### src/rtl/seg_pkg.sv
// rtl/seg_pkg.sv - shared segment patterns, codes, FSM encoding and anode helpers
package seg_pkg;

    // Active-low segment patterns, bit6=g .. bit0=a
    localparam logic [6:0] SEG_0     = 7'h40;
    localparam logic [6:0] SEG_1     = 7'h79;
    localparam logic [6:0] SEG_2     = 7'h24;
    localparam logic [6:0] SEG_3     = 7'h30;
    localparam logic [6:0] SEG_4     = 7'h19;
    localparam logic [6:0] SEG_5     = 7'h12;
    localparam logic [6:0] SEG_6     = 7'h02;
    localparam logic [6:0] SEG_7     = 7'h78;
    localparam logic [6:0] SEG_8     = 7'h00;
    localparam logic [6:0] SEG_9     = 7'h18;
    localparam logic [6:0] SEG_BLANK = 7'h7F;

    localparam logic [3:0] CODE_ERR  = 4'hF;

    typedef enum logic [1:0] {
        ST_IDLE   = 2'd0,
        ST_SETTLE = 2'd1,
        ST_HELD   = 2'd2
    } seg_state_t;

    // An anode sample is usable only when exactly one digit is driven
    function automatic logic an_valid(input logic [3:0] an_n);
        logic v;
        case (an_n)
            4'b1110, 4'b1101, 4'b1011, 4'b0111: v = 1'b1;
            default:                            v = 1'b0;
        endcase
        return v;
    endfunction

    // Digit index of the single low anode bit (0 when not one-hot)
    function automatic logic [1:0] an_index(input logic [3:0] an_n);
        logic [1:0] idx;
        case (an_n)
            4'b1101: idx = 2'd1;
            4'b1011: idx = 2'd2;
            4'b0111: idx = 2'd3;
            default: idx = 2'd0;
        endcase
        return idx;
    endfunction

endpackage

### src/rtl/seg_pattern_decode.sv
// rtl/seg_pattern_decode.sv - combinational 7-segment pattern to BCD decoder
module seg_pattern_decode
    import seg_pkg::*;
(
    input  logic [6:0] pattern,
    output logic [3:0] code,
    output logic       blank,
    output logic       err
);

    // Map a pattern to its digit; blank yields code 0, anything unknown yields the error code
    always_comb begin
        code  = 4'h0;
        blank = 1'b0;
        err   = 1'b0;
        case (pattern)
            SEG_0:     code = 4'd0;
            SEG_1:     code = 4'd1;
            SEG_2:     code = 4'd2;
            SEG_3:     code = 4'd3;
            SEG_4:     code = 4'd4;
            SEG_5:     code = 4'd5;
            SEG_6:     code = 4'd6;
            SEG_7:     code = 4'd7;
            SEG_8:     code = 4'd8;
            SEG_9:     code = 4'd9;
            SEG_BLANK: blank = 1'b1;
            default: begin
                code = CODE_ERR;
                err  = 1'b1;
            end
        endcase
    end

endmodule

### src/rtl/seg_scan_capture.sv
// rtl/seg_scan_capture.sv - captures a multiplexed 4-digit 7-segment scan into BCD frames
module seg_scan_capture
    import seg_pkg::*;
#(
    parameter int STABLE_CYCLES = 4
) (
    input  logic        clk,
    input  logic        rst_n,
    input  logic        en,
    input  logic [6:0]  seg_n,
    input  logic [3:0]  an_n,
    output logic [15:0] digits,
    output logic [3:0]  blank,
    output logic        frame_done,
    output logic        pattern_err,
    output logic [1:0]  err_digit
);

    localparam logic [7:0] STABLE_MAX = 8'(STABLE_CYCLES);

    seg_state_t state, state_nxt;
    logic [7:0] cnt, cnt_nxt;
    logic [3:0] prev_an;
    logic [6:0] prev_seg;
    logic       accept;
    logic       sample_valid;
    logic       changed;

    logic [3:0]  dec_code;
    logic        dec_blank;
    logic        dec_err;
    logic [1:0]  idx;

    logic [15:0] stage_digits, stage_digits_nxt;
    logic [3:0]  stage_blank, stage_blank_nxt;
    logic [3:0]  seen, seen_nxt;

    seg_pattern_decode u_decode (
        .pattern (seg_n),
        .code    (dec_code),
        .blank   (dec_blank),
        .err     (dec_err)
    );

    assign sample_valid = en && an_valid(an_n);
    assign changed      = (an_n != prev_an) || (seg_n != prev_seg);
    assign idx          = an_index(an_n);

    // State register, stability counter and previous-sample history
    always_ff @(posedge clk) begin
        if (!rst_n) begin
            state    <= ST_IDLE;
            cnt      <= 8'd0;
            prev_an  <= 4'hF;
            prev_seg <= SEG_BLANK;
        end else begin
            state    <= state_nxt;
            cnt      <= cnt_nxt;
            prev_an  <= an_n;
            prev_seg <= seg_n;
        end
    end

    // Next state: restart on any change, count identical samples, accept once per HELD stay
    always_comb begin
        state_nxt = state;
        cnt_nxt   = cnt;
        accept    = 1'b0;
        if (!sample_valid) begin
            state_nxt = ST_IDLE;
            cnt_nxt   = 8'd0;
        end else if (state == ST_IDLE || changed) begin
            state_nxt = ST_SETTLE;
            cnt_nxt   = 8'd1;
        end else begin
            if (cnt < STABLE_MAX) begin
                cnt_nxt = cnt + 8'd1;
            end
            if (state == ST_SETTLE && cnt_nxt == STABLE_MAX) begin
                accept    = 1'b1;
                state_nxt = ST_HELD;
            end
        end
    end

    // Staging view including the sample accepted this cycle, so a frame can close on it
    always_comb begin
        stage_digits_nxt = stage_digits;
        stage_blank_nxt  = stage_blank;
        seen_nxt         = seen;
        if (accept) begin
            stage_digits_nxt[{idx, 2'b00} +: 4] = dec_code;
            stage_blank_nxt[idx]                = dec_blank;
            seen_nxt[idx]                       = 1'b1;
        end
    end

    // Staging slots, frame publication and sticky error tracking
    always_ff @(posedge clk) begin
        if (!rst_n) begin
            stage_digits <= 16'h0000;
            stage_blank  <= 4'h0;
            seen         <= 4'h0;
            digits       <= 16'h0000;
            blank        <= 4'hF;
            frame_done   <= 1'b0;
            pattern_err  <= 1'b0;
            err_digit    <= 2'd0;
        end else begin
            frame_done   <= 1'b0;
            stage_digits <= stage_digits_nxt;
            stage_blank  <= stage_blank_nxt;
            if (accept && dec_err) begin
                pattern_err <= 1'b1;
                err_digit   <= idx;
            end
            if (seen_nxt == 4'hF) begin
                digits     <= stage_digits_nxt;
                blank      <= stage_blank_nxt;
                seen       <= 4'h0;
                frame_done <= 1'b1;
            end else begin
                seen <= seen_nxt;
            end
        end
    end

endmodule

### config.mk
export PLATFORM = sky130hd
export DESIGN_NAME = seg_scan_capture
export DESIGN_NICKNAME = d
export VERILOG_FILES = /design/src/rtl/seg_pkg.sv /design/src/rtl/seg_pattern_decode.sv /design/src/rtl/seg_scan_capture.sv
export SDC_FILE = /design/constraint.sdc
export NUM_CORES = 1
export LEC_CHECK = 0
export ABC_AREA = 1
export BUFFER_PORTS_ARGS = -buffer_cell sky130_fd_sc_hd__buf_2
export CAP_MARGIN = 20
export CORE_UTILIZATION = 63
export DETAILED_ROUTE_END_ITERATION = 12
export PLACE_DENSITY = 0.89
export SYNTH_ARGS = -nofsm -noshare
export SYNTH_HDL_FRONTEND = slang
export SYNTH_SLANG_ARGS = --single-unit
### constraint.sdc
create_clock -name clk -period 4.06 [get_ports clk]
set_input_delay 0.812 -clock clk [delete_from_list [all_inputs] [get_ports clk]]
set_output_delay 0.812 -clock clk [all_outputs]
set_load 0.005 [all_outputs]
# Word level (Yosys, flattened, before mapping)

Cells that the tools add are included.

Memories kept: 0
Word-level logic and storage cells: 80
Latch bits: 0
Bits of input ports: 14
RAM bits: 0
Bits in registers: 69
Output and inout port bits: 24
Memory bits (read-only): 0

Order comparisons: 3
Muxes and demuxes: 22
Bitwise logic cells: 3
Equal/unequal tests: 19
Divide/modulo/power cells: 0
Reductions and logical operators: 15
Shift operators: 2
Add/sub/neg operators: 2
Multiply operators: 0

Operators with widths:

| cell                                                        | number |
|---|---|
| one-hot mux 4 bit (10 select lines)                         | 1 |
| == test 7 bit (second input constant)                       | 4 |
| 2-to-1 mux 8 bit                                            | 3 |
| == test 7 x 5 -> 1 bit (second input constant)              | 3 |
| bitwise mux 16 bit                                          | 1 |
| == test 4 bit (second input constant)                       | 4 |
| 2-to-1 mux 16 bit                                           | 1 |
| variable shift 4 x 6 -> 16 bit (first input constant)       | 1 |
| variable part select 4 x 6 -> 16 bit                        | 1 |
| == test 7 x 6 -> 1 bit (second input constant)              | 2 |
| 2-to-1 mux 1 bit                                            | 11 |
| OR reduction 11 bit                                         | 1 |
| adder 8 x 1 -> 8 bit (second input constant)                | 1 |
| == test 8 x 3 -> 1 bit (second input constant)              | 1 |
| less-than comparator 8 x 3 -> 1 bit (second input constant) | 1 |
| 2-to-1 mux 4 bit                                            | 2 |
| == test 7 x 2 -> 1 bit (second input constant)              | 1 |
| zero test 7 bit                                             | 1 |
| inequality test 7 bit                                       | 1 |
| negation 4 -> 6 bit                                         | 1 |
| one-hot mux 2 bit (3 select lines)                          | 1 |
| bitwise mux 4 bit                                           | 1 |
| == test 4 x 3 -> 1 bit (second input constant)              | 1 |
| logical AND 1 bit                                           | 4 |
| 14 further kinds                                            | 17 |

# Depth between registers and ports, before layout

Gate-level depths: netlist of the first run.

Word-level depth: 13
Depth in mapped cells: 16
Depth with buffers taken out: 15

# Modules after synthesis

A second synthesis of the first run with hierarchy kept.

Cell total of the unflattened synthesis: 499
Area, all modules: 3490.8 um^2

By module, submodules not included:

| module             | area an instance (um^2) | sequential area each (um^2) | times used | cells each |
|---|---|---|---|---|
| seg_scan_capture   | 3170.5                  | 1381.3                      | 1          | 432 |
| seg_pattern_decode | 320.3                   | 0.0                         | 1          | 67 |

# Least setup slack after synthesis of the first run

No wires, ideal clock.

Path type: input port to flip-flop
Start point: input an_n[2]
End point: register digits[13]
Path slack: 1663 ps
Stages on the path: 13
Buffers on the path: 1
Arrival: 2338 ps
Library setup time: 58 ps
Data required time: 4002 ps
Cell sequence: nand2_1 inv_1 a31oi_2 inv_1 ha_1 nand3_1 nand2_2 nand2_2 inv_2 nand2_2 buf_6 nand3_2 nand2_1

Word-level cells in the longest chain between the ends: 9
Elaborated cells between the ends (all ways): 26
Those cells by class: add/sub: 1; order compare: 2; eq/ne: 6; shift: 2; mux: 9; bitwise: 1; reduce/logical: 5

Ends and longest elaborated chain:

| what                                                                                                             | RTL line                | source |
|---|---|---|
| start, declared                                                                                                  | seg_scan_capture.sv:11  | `input logic [3:0] an_n,` |
| == test 4 x 3 -> 1 bit / == test 4 bit (equally long branches)                                                   | seg_pkg.sv:38           | `case (an_n)` |
| one-hot mux 2 bit (3 select lines) (*)                                                                           | seg_pkg.sv:38           |  |
| net idx[0]                                                                                                       | seg_scan_capture.sv:32  | `logic [1:0] idx;` |
| less-than comparator 2 x 3 -> 1 bit (not written as such) / >= comparator 2 x 1 -> 1 bit (equally long branches) | seg_scan_capture.sv:94  | `seen_nxt[idx] = 1'b1;` |
| logical AND 1 bit (not written as such)                                                                          | seg_scan_capture.sv:94  |  |
| 2-to-1 mux 1 bit (not written as such)                                                                           | seg_scan_capture.sv:94  |  |
| demux 1 bit (select 2 bit)                                                                                       | seg_scan_capture.sv:94  |  |
| OR 4 bit (no line)                                                                                               | -                       |  |
| 2-to-1 mux 4 bit                                                                                                 | seg_scan_capture.sv:91  | `if (accept) begin` |
| == test 4 bit                                                                                                    | seg_scan_capture.sv:117 | `if (seen_nxt == 4'hF) begin` |
| end signal, assigned                                                                                             | seg_scan_capture.sv:118 | `digits <= stage_digits_nxt;` |
| end, declared                                                                                                    | seg_scan_capture.sv:12  | `output logic [15:0] digits,` |

Mark *: on every way through the listed nets, which the timed path passes. The rest lies on a longest branch.
A chain may end at the register's enable or synchronous reset.

# Final worst setup path of the first run

Start point: input an_n[3]
End point: register seen[3]

Word-level cells in the longest chain between the ends: 10
Elaborated cells between the ends (all ways): 22
Those cells by class: order compare: 2; eq/ne: 6; mux: 7; bitwise: 1; reduce/logical: 6

Ends and longest elaborated chain:

| what                                                                                                             | RTL line                | source |
|---|---|---|
| == test 4 x 3 -> 1 bit / == test 4 bit (equally long branches)                                                   | seg_pkg.sv:38           |  |
| one-hot mux 2 bit (3 select lines) (*)                                                                           | seg_pkg.sv:38           |  |
| net idx[0]                                                                                                       | seg_scan_capture.sv:32  |  |
| less-than comparator 2 x 3 -> 1 bit (not written as such) / >= comparator 2 x 1 -> 1 bit (equally long branches) | seg_scan_capture.sv:94  |  |
| logical AND 1 bit (not written as such)                                                                          | seg_scan_capture.sv:94  |  |
| 2-to-1 mux 1 bit (not written as such)                                                                           | seg_scan_capture.sv:94  |  |
| demux 1 bit (select 2 bit) (*)                                                                                   | seg_scan_capture.sv:94  |  |
| OR 4 bit (no line) (*)                                                                                           | -                       |  |
| 2-to-1 mux 4 bit (*)                                                                                             | seg_scan_capture.sv:91  |  |
| == test 4 bit                                                                                                    | seg_scan_capture.sv:117 |  |
| OR reduction 2 bit (no line)                                                                                     | -                       |  |
| end signal, assigned                                                                                             | seg_scan_capture.sv:123 | `seen <= seen_nxt;` |
| end, declared                                                                                                    | seg_scan_capture.sv:36  | `logic [3:0] seen, seen_nxt;` |

Marked as above.

==> results of run 1 <==
## Yosys cell counts (2+ instances only)
master                     number  area, um^2
sky130_fd_sc_hd__nand2_2        8        50.1
sky130_fd_sc_hd__ha_1           8         100
sky130_fd_sc_hd__nand3_2       11         110
sky130_fd_sc_hd__inv_1         56         210
sky130_fd_sc_hd__nor3_1        10        50.1
sky130_fd_sc_hd__a21oi_1       17        85.1
sky130_fd_sc_hd__or2_2          2        12.5
sky130_fd_sc_hd__nand3_1       49         245
sky130_fd_sc_hd__buf_6          5        56.3
sky130_fd_sc_hd__nand3_4        2        35.0
sky130_fd_sc_hd__and2_1         4        25.0
sky130_fd_sc_hd__nand2_1      139         522
sky130_fd_sc_hd__o21ai_0       11        55.1
sky130_fd_sc_hd__nand2_4        3        33.8
sky130_fd_sc_hd__nor2_2         6        37.5
sky130_fd_sc_hd__clkbuf_1       3        11.3
sky130_fd_sc_hd__inv_2          9        33.8
sky130_fd_sc_hd__nor2_8         2        40.0
sky130_fd_sc_hd__dfxtp_1       69        1380
sky130_fd_sc_hd__nand4_1        4        25.0
sky130_fd_sc_hd__clkinv_1       2        7.51
sky130_fd_sc_hd__nor2_1        45         169
sky130_fd_sc_hd__xnor2_1        3        26.3
sky130_fd_sc_hd__nor2_4         3        33.8
## worst paths after layout
path	from	end	slack (ns)	depth (start not counted)
max	an_n[3]	seen[3]$_SDFF_PP0_	1.28	13
min	digits[14]$_SDFFE_PN0N_	digits[14]$_SDFFE_PN0N_	0.46	2
max reg2reg	cnt[0]$_SDFF_PN0_	seen[3]$_SDFF_PP0_	1.71	13
min reg2reg	digits[14]$_SDFFE_PN0N_	digits[14]$_SDFFE_PN0N_	0.46	2
## per-stage QoR
| step | hold WS [ns] | std cells | utilization [%] | setup WS [ns] | cell area, um^2 |
|---|---|---|---|---|---|
| detailed placement | 0.445 | 578 | 70.3 | 0.957 | 3630 |
| global route | 0.486 | 594 | 73.5 | 1.05 | 3800 |
| floorplan | 0.443 | 481 | - | 1.66 | 3440 |
| CTS | 0.463 | 594 | 73.5 | 1.28 | 3800 |
| finish | 0.460 | 594 | 73.5 | 1.28 | 3800 |
| global placement | 0.439 | 578 | 70.3 | 1.12 | 3630 |
## power by group
group	internal (mW)	switching, mW
Combinational	0.0282	0.0675
Clock	0.220	0.269
Sequential	0.683	0.00340
## routing by layer
metal | vias up | wire [um]
li1 | 1581 | -
met1 | 1378 | 3070
met2 | 78 | 3320
met3 | 27 | 312
met4 | 0 | 250
met5 | - | 0
## tightest hold or removal path: stages (launching register included)
cell                      delay [ns]
sky130_fd_sc_hd__dfxtp_1        0.32
sky130_fd_sc_hd__nand3_2        0.06
sky130_fd_sc_hd__nand2_1        0.04
## layout make-up
cell class | instances | area [um^2]
inverter | 67 | 251
sequential | 69 | 1380
clock inverter | 6 | 38.8
tap | 70 | 87.6
clock buffer | 10 | 128
multi-input combinational | 334 | 1720
fill | 401 | 1370
timing repair buffer | 38 | 193
## cells by family (layout without fill, tap and decap cells)
group                    Yosys count  after routing  share of synthesized area, %
AND/OR/NAND/NOR                  290            290                          40.9
buffers and inverters             78            121                          9.92
flip-flops                        69             69                          40.1
AO/OA/AOI/OAI                     33             33                          5.41
adder cells (fa/ha/maj)            8              8                          2.91
XOR/XNOR                           3              3                         0.763
## sequential cells by signal, summed over array words and instances (netlist names)
signal,count
prev_seg,7
stage_digits,16
digits,16
err_digit,2
frame_done,1
pattern_err,1
state,2
cnt,8
prev_an,4
seen,4
stage_blank,4
blank,4
==> run metrics, run 1 <==
num ports 38; Diodes inserted 0; Post-synth EDFFs 0; family with the most delay on the worst path simple AND/OR/NAND/NOR gates; WL/cell 11.7 um; sum of negative setup slack 0 ns; setup violators final 0; insertion delay of the later-clocked pin in the worst-skew pair 0.36 ns; Die Footprint 0.00577 mm^2; number of distinct library cells after synthesis 34; layout cell share with drive strength beyond 1 19.5%; Clock Sinks 69; Pleak 1.96 nW; buffer count from post-CTS setup fixing 0; gp weighted congestion 0.931; most common cell after layout, fill and taps aside sky130_fd_sc_hd__nand2_1; number of buffers created by CTS 9; Worst Clk Skew 0.00613 ns; Clock H-tree levels 3; actual slew at the worst max-slew pin 0.596 ns; Die Width 75.9 um; Hold WC Path Type flip-flop to flip-flop; starting utilization of the core area 66.6%; register bit count reported by yosys 69; layout overhead on the synthesized area 10.4%; area inside the core boundary 0.00517 mm^2; mean instance size in the synthesized netlist 7.16 um^2; Worst setup EP type flip-flop; Buf+Inv Stages, Crit Path 4; Worst Path Max Fanout 22; leftover overflow at the end of global routing 0; share of synthesized registers carrying an async set or reset 0%; clock root buffer master sky130_fd_sc_hd__clkbuf_8; most common flop cell mapped by yosys sky130_fd_sc_hd__dfxtp_1; Fin. Hold Viols 0; number of port buffers 37; most used routing layer met2; clock tree from TritonCTS built; standard-cell rows 26; number of antenna violations at the first check in global routing 0; post-route minimum period 2.78 ns; max_cap viols 0; Clock Pin Slew Worst Setup and Hold Paths 0.07 ns; maximum single-stage delay on the critical path 0.46 ns; achievable clock frequency 360 MHz; post-route total power 1.27 mW; Data required, critical path 4.36 ns; critical path launch point type input pin; met1 Resource Use GR 30.3%; cell area after synthesis 0.00344 mm^2; top library cells by usage in the layout, fill and taps aside 139 x sky130_fd_sc_hd__nand2_1, 69 x sky130_fd_sc_hd__dfxtp_1, 56 x sky130_fd_sc_hd__inv_1; power per standard cell area 334 mW/mm^2; result of the run complete, no violations; ratio of final minimum period to clock period 68.4%; Ys Warns 0; Post-CTS Hold Buffers 0; Net Count, Synth 503; placed wire-length estimate after detailed placement 5.03 mm; post-detailed-route via-to-cell ratio 5.16; Global Route Usage Sum 26.7%; antenna violation net count after detailed routing 0; fraction of met2 tracks used by global routing 45.5%; worst-path cell with the longest stage delay sky130_fd_sc_hd__a31oi_2; RSZ-0062 raised after global routing false; Post-layout nets 541; portion of the post-synthesis area used by sequential elements 40.1%; total wirelength of the detailed-routed design 6.96 mm; post-CTS sizing 0; Die Ht 75.9 um; maximum number of pins on one net before global-route repair 58; series of cell instances along the critical path buf_2, nand2_1, inv_1, a31oi_2, inv_1, ha_1, nand3_1, nand2_2, nand2_4, inv_2, nand2_2, nand2_1, nor2_1; Clock Path Buffers 2; number of iterations in the first detailed-routing pass 5; met3 track utilization from global routing 8.31%; first-pass GRT wire length 12.2 mm; Max Slew Vio Count 0; DR vias 3064; classification of the worst setup path input pin to flip-flop; cell count after synthesis 481; number of global-route vias before repair 2830; worst max-slew margin expressed relative to the limit 60.2%; crit path DAT 3.07 ns; residual DRC count 0; number of DRC markers after the initial detailed-route iteration 215; Worst VDD drop 0.000158 V
No activity file was read; power rests on OpenSTA's default activity.
==> run 2: changes to the inputs <==
--- a/config.mk
+++ b/config.mk
@@ -8,9 +8,9 @@
 export ABC_AREA = 1
 export BUFFER_PORTS_ARGS = -buffer_cell sky130_fd_sc_hd__buf_2
 export CAP_MARGIN = 20
-export CORE_UTILIZATION = 63
+export CORE_UTILIZATION = 53
 export DETAILED_ROUTE_END_ITERATION = 12
-export PLACE_DENSITY = 0.89
+export PLACE_DENSITY = 0.8
 export SYNTH_ARGS = -nofsm -noshare
 export SYNTH_HDL_FRONTEND = slang
 export SYNTH_SLANG_ARGS = --single-unit
==> constraint.sdc (replaced) <==
create_clock -name clk -period 2.42 [get_ports clk]
set_input_delay 0.484 -clock clk [delete_from_list [all_inputs] [get_ports clk]]
set_output_delay 0.484 -clock clk [all_outputs]
set_load 0.005 [all_outputs]
==> run 2 against run 1 <==
Compared with the run above: global-route usage is 3.8 points lower; highest routed layer unchanged; flip-flop and latch count stayed put; combinational power is 73% higher; largest cell class unchanged; count of clock-buffer cells in the layout is 1 lower; die area is 18% higher; clock power is 120% higher; clock skew is 0.00093 ns higher; hold slack worse by 0.091 ns.
==> run metrics, run 2 (synthesis results as in run 1) <==
number of iterations in the first detailed-routing pass 4; power per standard cell area 614 mW/mm^2; num ports 38; internal portion of total power 1.79 mW; highest signal layer in the routed design met4; registers with the highest flip-flop counts digits x16, stage_digits x16, cnt x8; total wirelength of the detailed-routed design 6.95 mm; post-route met1 wirelength 3.28 mm; area taken by flip-flops and latches 0.00138 mm^2; insertion delay of the later-clocked pin in the worst-skew pair 0.36 ns; Die Footprint 0.00683 mm^2; actual slew at the worst max-slew pin 0.555 ns; number of port buffers 37; classification of the worst setup path flip-flop to flip-flop; Worst Path Max Fanout 11; Clock Path Buffers 2; clock power share 45.4%; result of the run complete, no violations; leftover overflow at the end of global routing 0; Worst R2R Setup Slack 0.31 ns; RSZ-0062 raised after global routing false; gp weighted congestion 0.883; layout overhead on the synthesized area 14.0%; clock root buffer master sky130_fd_sc_hd__clkbuf_8; clock tree from TritonCTS built; ratio of final minimum period to clock period 87.3%; Data required, critical path 2.67 ns; sequential power share 47.7%; post-detailed-route via-to-cell ratio 5.03; WL/cell 11.5 um; Global Route Usage Sum 23.0%; r2r startpoint cnt[0]$_SDFF_PN0_; switching power 0.618 mW; Worst Clk Skew 0.00707 ns; Worst setup EP type flip-flop; top library cells by usage in the layout, fill and taps aside 139 x sky130_fd_sc_hd__nand2_1, 69 x sky130_fd_sc_hd__dfxtp_1, 56 x sky130_fd_sc_hd__inv_1; hold-critical path depth 3; DR vias 3042; crit path DAT 2.36 ns; Clock Pin Slew Worst Setup and Hold Paths 0.08 ns; number of antenna violations at the first check in global routing 0; layout cell share with drive strength beyond 1 20.3%; sum of negative setup slack 0 ns; Pleak 2.02 nW; total area of multi-input combinational cells 0.00172 mm^2; number of buffers created by CTS 9; setup violators final 0; Worst VDD drop 0.000547 V; relative contribution of combinational cells to total power 6.9%; endpoint of the most critical register-to-register path blank[3]$_SDFFE_PN1N_; post-route minimum period 2.11 ns; buffer count from post-CTS setup fixing 0; number of global-route vias before repair 2720; placed wire-length estimate after detailed placement 5.09 mm; area inside the core boundary 0.00631 mm^2; post-CTS sizing 0; worst max-slew margin expressed relative to the limit 62.8%; Die Ht 82.6 um; Clock Sinks 69; standard-cell rows 29; Post-layout nets 545; achievable clock frequency 473 MHz; endpoint of the worst hold-timing path prev_an[3]$_SDFF_PN1_; first-pass GRT wire length 11.7 mm; Clock H-tree levels 3; starting utilization of the core area 54.6%; antenna violation net count after detailed routing 0; residual DRC count 0; most common cell after layout, fill and taps aside sky130_fd_sc_hd__nand2_1; number of DRC markers after the initial detailed-route iteration 135; total met2 wirelength after detailed routing 3.33 mm; switching fraction of total power 25.6%; Post-CTS Hold Buffers 0; Hold WC Path Type input pin to flip-flop; Max Slew Vio Count 0; Fin. Hold Viols 0; critical path launch point type flip-flop; max_cap viols 0; Reg2Reg Depth 14; detailed-routed wire length on met3 256 um; post-route total power 2.41 mW; maximum number of pins on one net before global-route repair 34; Die Width 82.6 um; Diodes inserted 0; HP Start an_n[3]; fill cell total of the finished layout 579
## run 2: cell count changes in the layout (fill, tap and decap cells not counted)
cell,change
sky130_fd_sc_hd__buf_12,+2
sky130_fd_sc_hd__buf_4,+2
sky130_fd_sc_hd__bufinv_16,+2
sky130_fd_sc_hd__clkbuf_1,-1
sky130_fd_sc_hd__clkinv_2,-3
sky130_fd_sc_hd__clkinvlp_4,-1
sky130_fd_sc_hd__inv_6,+2
sky130_fd_sc_hd__inv_8,+1
## run 2: worst max-delay path, cell delays in order (launching register included)
cell and delay [ns]:
sky130_fd_sc_hd__dfxtp_1 0.33, sky130_fd_sc_hd__ha_1 0.29, sky130_fd_sc_hd__inv_1 0.05, sky130_fd_sc_hd__nand4_1 0.08, sky130_fd_sc_hd__nand2_1 0.13, sky130_fd_sc_hd__nand3_2 0.14, sky130_fd_sc_hd__nor2_8 0.19, sky130_fd_sc_hd__nand3_1 0.18
sky130_fd_sc_hd__nand2_2 0.13, sky130_fd_sc_hd__nand2_4 0.07, sky130_fd_sc_hd__inv_2 0.05, sky130_fd_sc_hd__nand2_2 0.05, sky130_fd_sc_hd__buf_4 0.17, sky130_fd_sc_hd__nand2_1 0.07, sky130_fd_sc_hd__nand3_1 0.06
## run 2: worst max-delay path by stage
| stage | startpoint | end | slack [ns] | cells after the start |
|---|---|---|---|---|
| floorplan | an_n[2] | digits[13]$_SDFFE_PN0N_ | 0.35 | 13 |
| global placement | an_n[3] | digits[3]$_SDFFE_PN0N_ | 0.12 | 14 |
| detailed placement | an_n[3] | digits[4]$_SDFFE_PN0N_ | 0.07 | 14 |
| CTS | cnt[0]$_SDFF_PN0_ | blank[3]$_SDFFE_PN1N_ | 0.29 | 14 |
| global route | cnt[0]$_SDFF_PN0_ | blank[3]$_SDFFE_PN1N_ | 0.14 | 14 |
| finish | cnt[0]$_SDFF_PN0_ | blank[3]$_SDFFE_PN1N_ | 0.31 | 14 |
## run 2: power by group through the flow
stage | logic [mW] | clock network (mW) | registers, mW
final | 0.166 | 1.09 | 1.15
after global routing | 0.187 | 1.18 | 1.15
after CTS | 0.166 | 1.12 | 1.15
after detailed placement | 0.164 | 0 | 1.18
after global placement | 0.161 | 0 | 1.18
after floorplan | 0.116 | 0 | 1.18
## run 2: metrics by stage
step                      cell area, um^2  utilization [%]  instances  worst slack [ns]  hold WS (ns)
after CTS                            3930             62.2        605             0.286         0.357
after global placement               3700             58.6        589             0.119         0.437
after floorplan                      3440                -        481             0.351         0.443
final                                3930             62.2        605             0.307         0.369
after detailed placement             3700             58.6        589            0.0670         0.445
after global routing                 3930             62.2        605             0.140         0.382
## run 2: area by class of cell
cell class / count / area share, %
Clock inverter: 7 / 2.68
Timing Repair Buffer: 42 / 6.31
Sequential cell: 69 / 35.2
Clock buffer: 9 / 3.15
Tap cell: 77 / 2.45
Multi-Input combinational cell: 334 / 43.8
Inverter: 67 / 6.40
## run 2: layer usage
metal	vias to the layer above	track usage [%]
met1	1399	28.1
met4	0	6.72
met2	50	38.8
met5	-	0
li1	1584	-
met3	9	6.92
==> run 3: changes to the inputs <==
--- a/config.mk
+++ b/config.mk
@@ -13,4 +13,5 @@
 export PLACE_DENSITY = 0.8
 export SYNTH_ARGS = -nofsm -noshare
 export SYNTH_HDL_FRONTEND = slang
+export SYNTH_HIERARCHICAL = 1
 export SYNTH_SLANG_ARGS = --single-unit
==> run 3 against run 2 <==
Compared with the run above: via count decreased by 1.4%; count of clock-buffer cells in the layout unchanged; global-route usage shrank 1.0 points; register-to-register slack is essentially flat; sequential share of layout area shrank 0.68 points; synthesized area up 1.3%; flip-flop and latch count did not move; fmax decreased by 3.5%; largest cell class unchanged.
==> run metrics, run 3 <==
Post-CTS Hold Buffers 0; cell count after synthesis 499; met3 track utilization from global routing 5.47%; most common cell after layout, fill and taps aside sky130_fd_sc_hd__nand2_1; antenna violation net count after detailed routing 0; Post-layout nets 564; fill cell total of the finished layout 562; share of synthesized registers carrying an async set or reset 0%; standard-cell rows 29; most used routing layer met2; Max Slew Vio Count 0; Ys Warns 6; sequential power share 47.2%; Worst Clk Skew 0.00927 ns; Buf+Inv Stages, Crit Path 4; switching fraction of total power 22.9%; portion of the post-synthesis area used by sequential elements 39.6%; leading area contributor after synthesis sky130_fd_sc_hd__dfxtp_1; Net Count, Synth 521; Clock Sinks 69; Hold WC Path Type input pin to flip-flop; Die Footprint 0.00691 mm^2; Global Route Usage Sum 22.0%; post-route minimum period 2.19 ns; maximum number of pins on one net before global-route repair 40; worst-path cell with the longest stage delay sky130_fd_sc_hd__a31oi_1; max_cap viols 0; buffer count from post-CTS setup fixing 0; family with the most delay on the worst path simple AND/OR/NAND/NOR gates; classification of the worst setup path input pin to flip-flop; number of DRC markers after the initial detailed-route iteration 166; area taken by flip-flops and latches 0.00138 mm^2; power per standard cell area 608 mW/mm^2; top cell types by occurrence after synthesis 122 x sky130_fd_sc_hd__nand2_1, 80 x sky130_fd_sc_hd__inv_1, 69 x sky130_fd_sc_hd__dfxtp_1; Worst setup EP type flip-flop; internal portion of total power 1.88 mW; layout overhead on the synthesized area 14.7%; Post-synth EDFFs 0; number of port buffers 37; total area of multi-input combinational cells 0.00168 mm^2; Worst VDD drop 0.000449 V; number of global-route vias before repair 2877; endpoint of the worst hold-timing path prev_an[2]$_SDFF_PN1_; residual DRC count 0; placed wire-length estimate after detailed placement 5.14 mm; HP Start an_n[2]; setup violators final 0; top-area cell type share of the netlist area 39.6%; Reg2Reg Depth 14; hold-critical path depth 3; cells taking the most area after synthesis sky130_fd_sc_hd__dfxtp_1 40%, sky130_fd_sc_hd__nand2_1 13%, sky130_fd_sc_hd__inv_1 8.6%; number of distinct library cells after synthesis 27; post-route total power 2.44 mW; layout cell share with drive strength beyond 1 23.3%; switching power 0.558 mW; RSZ-0062 raised after global routing false; clock root buffer master sky130_fd_sc_hd__clkbuf_8; num ports 38; WL/cell 11.1 um; leftover overflow at the end of global routing 0; ratio of final minimum period to clock period 90.5%; most numerous cell in the Yosys netlist sky130_fd_sc_hd__nand2_1; Fin. Hold Viols 0; Worst Path Max Fanout 22; series of cell instances along the critical path buf_2, nand2_1, inv_1, a31oi_1, inv_1, ha_1, nand3_1, nand2_2, nand2_2, inv_2, nand2_4, nand2_1, nor2_1; number of iterations in the first detailed-routing pass 5; crit path DAT 2.47 ns; Data required, critical path 2.70 ns; mean instance size in the synthesized netlist 7.00 um^2; register bit count reported by yosys 69; clock tree from TritonCTS built; achievable clock frequency 457 MHz; cell area after synthesis 0.00349 mm^2; post-detailed-route via-to-cell ratio 4.82; number of antenna violations at the first check in global routing 0; r2r startpoint cnt[0]$_SDFF_PN0_; number of buffers created by CTS 9; actual slew at the worst max-slew pin 0.479 ns; top library cells by usage in the layout, fill and taps aside 122 x sky130_fd_sc_hd__nand2_1, 80 x sky130_fd_sc_hd__inv_1, 69 x sky130_fd_sc_hd__dfxtp_1; most common flop cell mapped by yosys sky130_fd_sc_hd__dfxtp_1; Die Width 83.2 um; insertion delay of the later-clocked pin in the worst-skew pair 0.35 ns; endpoint of the most critical register-to-register path seen[1]$_SDFF_PP0_; Die Ht 83.2 um; met1 Resource Use GR 26.7%; Pleak 2.06 nW; Clock Pin Slew Worst Setup and Hold Paths 0.07 ns; registers with the highest flip-flop counts digits x16, stage_digits x16, cnt x8; post-CTS sizing 0; gp weighted congestion 0.883; DR vias 3000; worst max-slew margin expressed relative to the limit 68.1%; result of the run complete, no violations; starting utilization of the core area 55.0%; critical path launch point type input pin; maximum single-stage delay on the critical path 0.37 ns; Diodes inserted 0; Worst R2R Setup Slack 0.31 ns; relative contribution of combinational cells to total power 6.8%; area inside the core boundary 0.00635 mm^2; sum of negative setup slack 0 ns; total wirelength of the detailed-routed design 6.91 mm; Clock Path Buffers 2; Clock H-tree levels 3; clock power share 46.0%; fraction of met2 tracks used by global routing 36.9%; first-pass GRT wire length 12.2 mm
[run 3: how the worst max path moves through the flow]
| stage | start | to | depth (start not counted) |
|---|---|---|---|
| finish | an_n[2] | seen[1]$_SDFF_PP0_ | 13 |
| global route | cnt[0]$_SDFF_PN0_ | blank[1]$_SDFFE_PN1N_ | 14 |
| CTS | an_n[2] | seen[1]$_SDFF_PP0_ | 13 |
| detailed placement | an_n[2] | seen[1]$_SDFF_PP0_ | 13 |
| global placement | an_n[2] | seen[3]$_SDFF_PP0_ | 13 |
| floorplan | an_n[2] | blank[1]$_SDFFE_PN1N_ | 13 |
[run 3: layout make-up]
| class | count | area share (%) |
|---|---|---|
| multi-input combinational | 325 | 42.0 |
| tap | 77 | 2.41 |
| clock inverter | 6 | 2.78 |
| inverter | 93 | 8.72 |
| clock buffer | 9 | 3.09 |
| timing repair buffer | 44 | 6.56 |
| sequential | 69 | 34.5 |
[run 3: metrics by stage]
stage	hold slack (ns)	setup slack, ns	cells	utilization [%]	instance area (um^2)
after global routing	0.380	0.0745	623	63.1	4010
after detailed placement	0.432	-0.102	608	59.4	3770
after CTS	0.369	0.254	623	63.1	4010
final	0.392	0.230	623	63.1	4010
after global placement	0.427	0.0486	608	59.4	3770
after floorplan	0.420	0.322	499	-	3490
[run 3: logic make-up (layout without fill, tap and decap cells)]
family          Yosys count  after routing  share of synthesized area (%)
simple gates            282            282                           39.7
buf+inv                 105            152                           12.3
flops                    69             69                           39.6
compound gates           31             31                           4.55
fa+ha+maj                 8              8                           2.87
xor+xnor                  4              4                           1.00
[run 3: routing by layer]
layer  part of all wire, %  wire, um
met5                     0         0
met4                   1.5       107
met1                    48      3300
met2                    48      3300
met3                   2.9       200
[run 3: worst reg2reg max path: cells and delay by family, from the launching register on]
kind	cells	cell delay, ns
adder cells (fa/ha/maj)	1	0.15
AO/OA/AOI/OAI	1	0.14
AND/OR/NAND/NOR	10	1.24
flip-flops	1	0.36
buffers and inverters	2	0.11
[run 3: power groups by stage]
stage | sequential, mW | clock [mW] | combinational, mW
2_1_floorplan | 1.18 | 0 | 0.113
3_3_place_gp | 1.18 | 0 | 0.159
3_5_place_dp | 1.18 | 0 | 0.163
4_1_cts | 1.15 | 1.14 | 0.165
5_1_grt | 1.15 | 1.20 | 0.189
6_report | 1.15 | 1.12 | 0.166
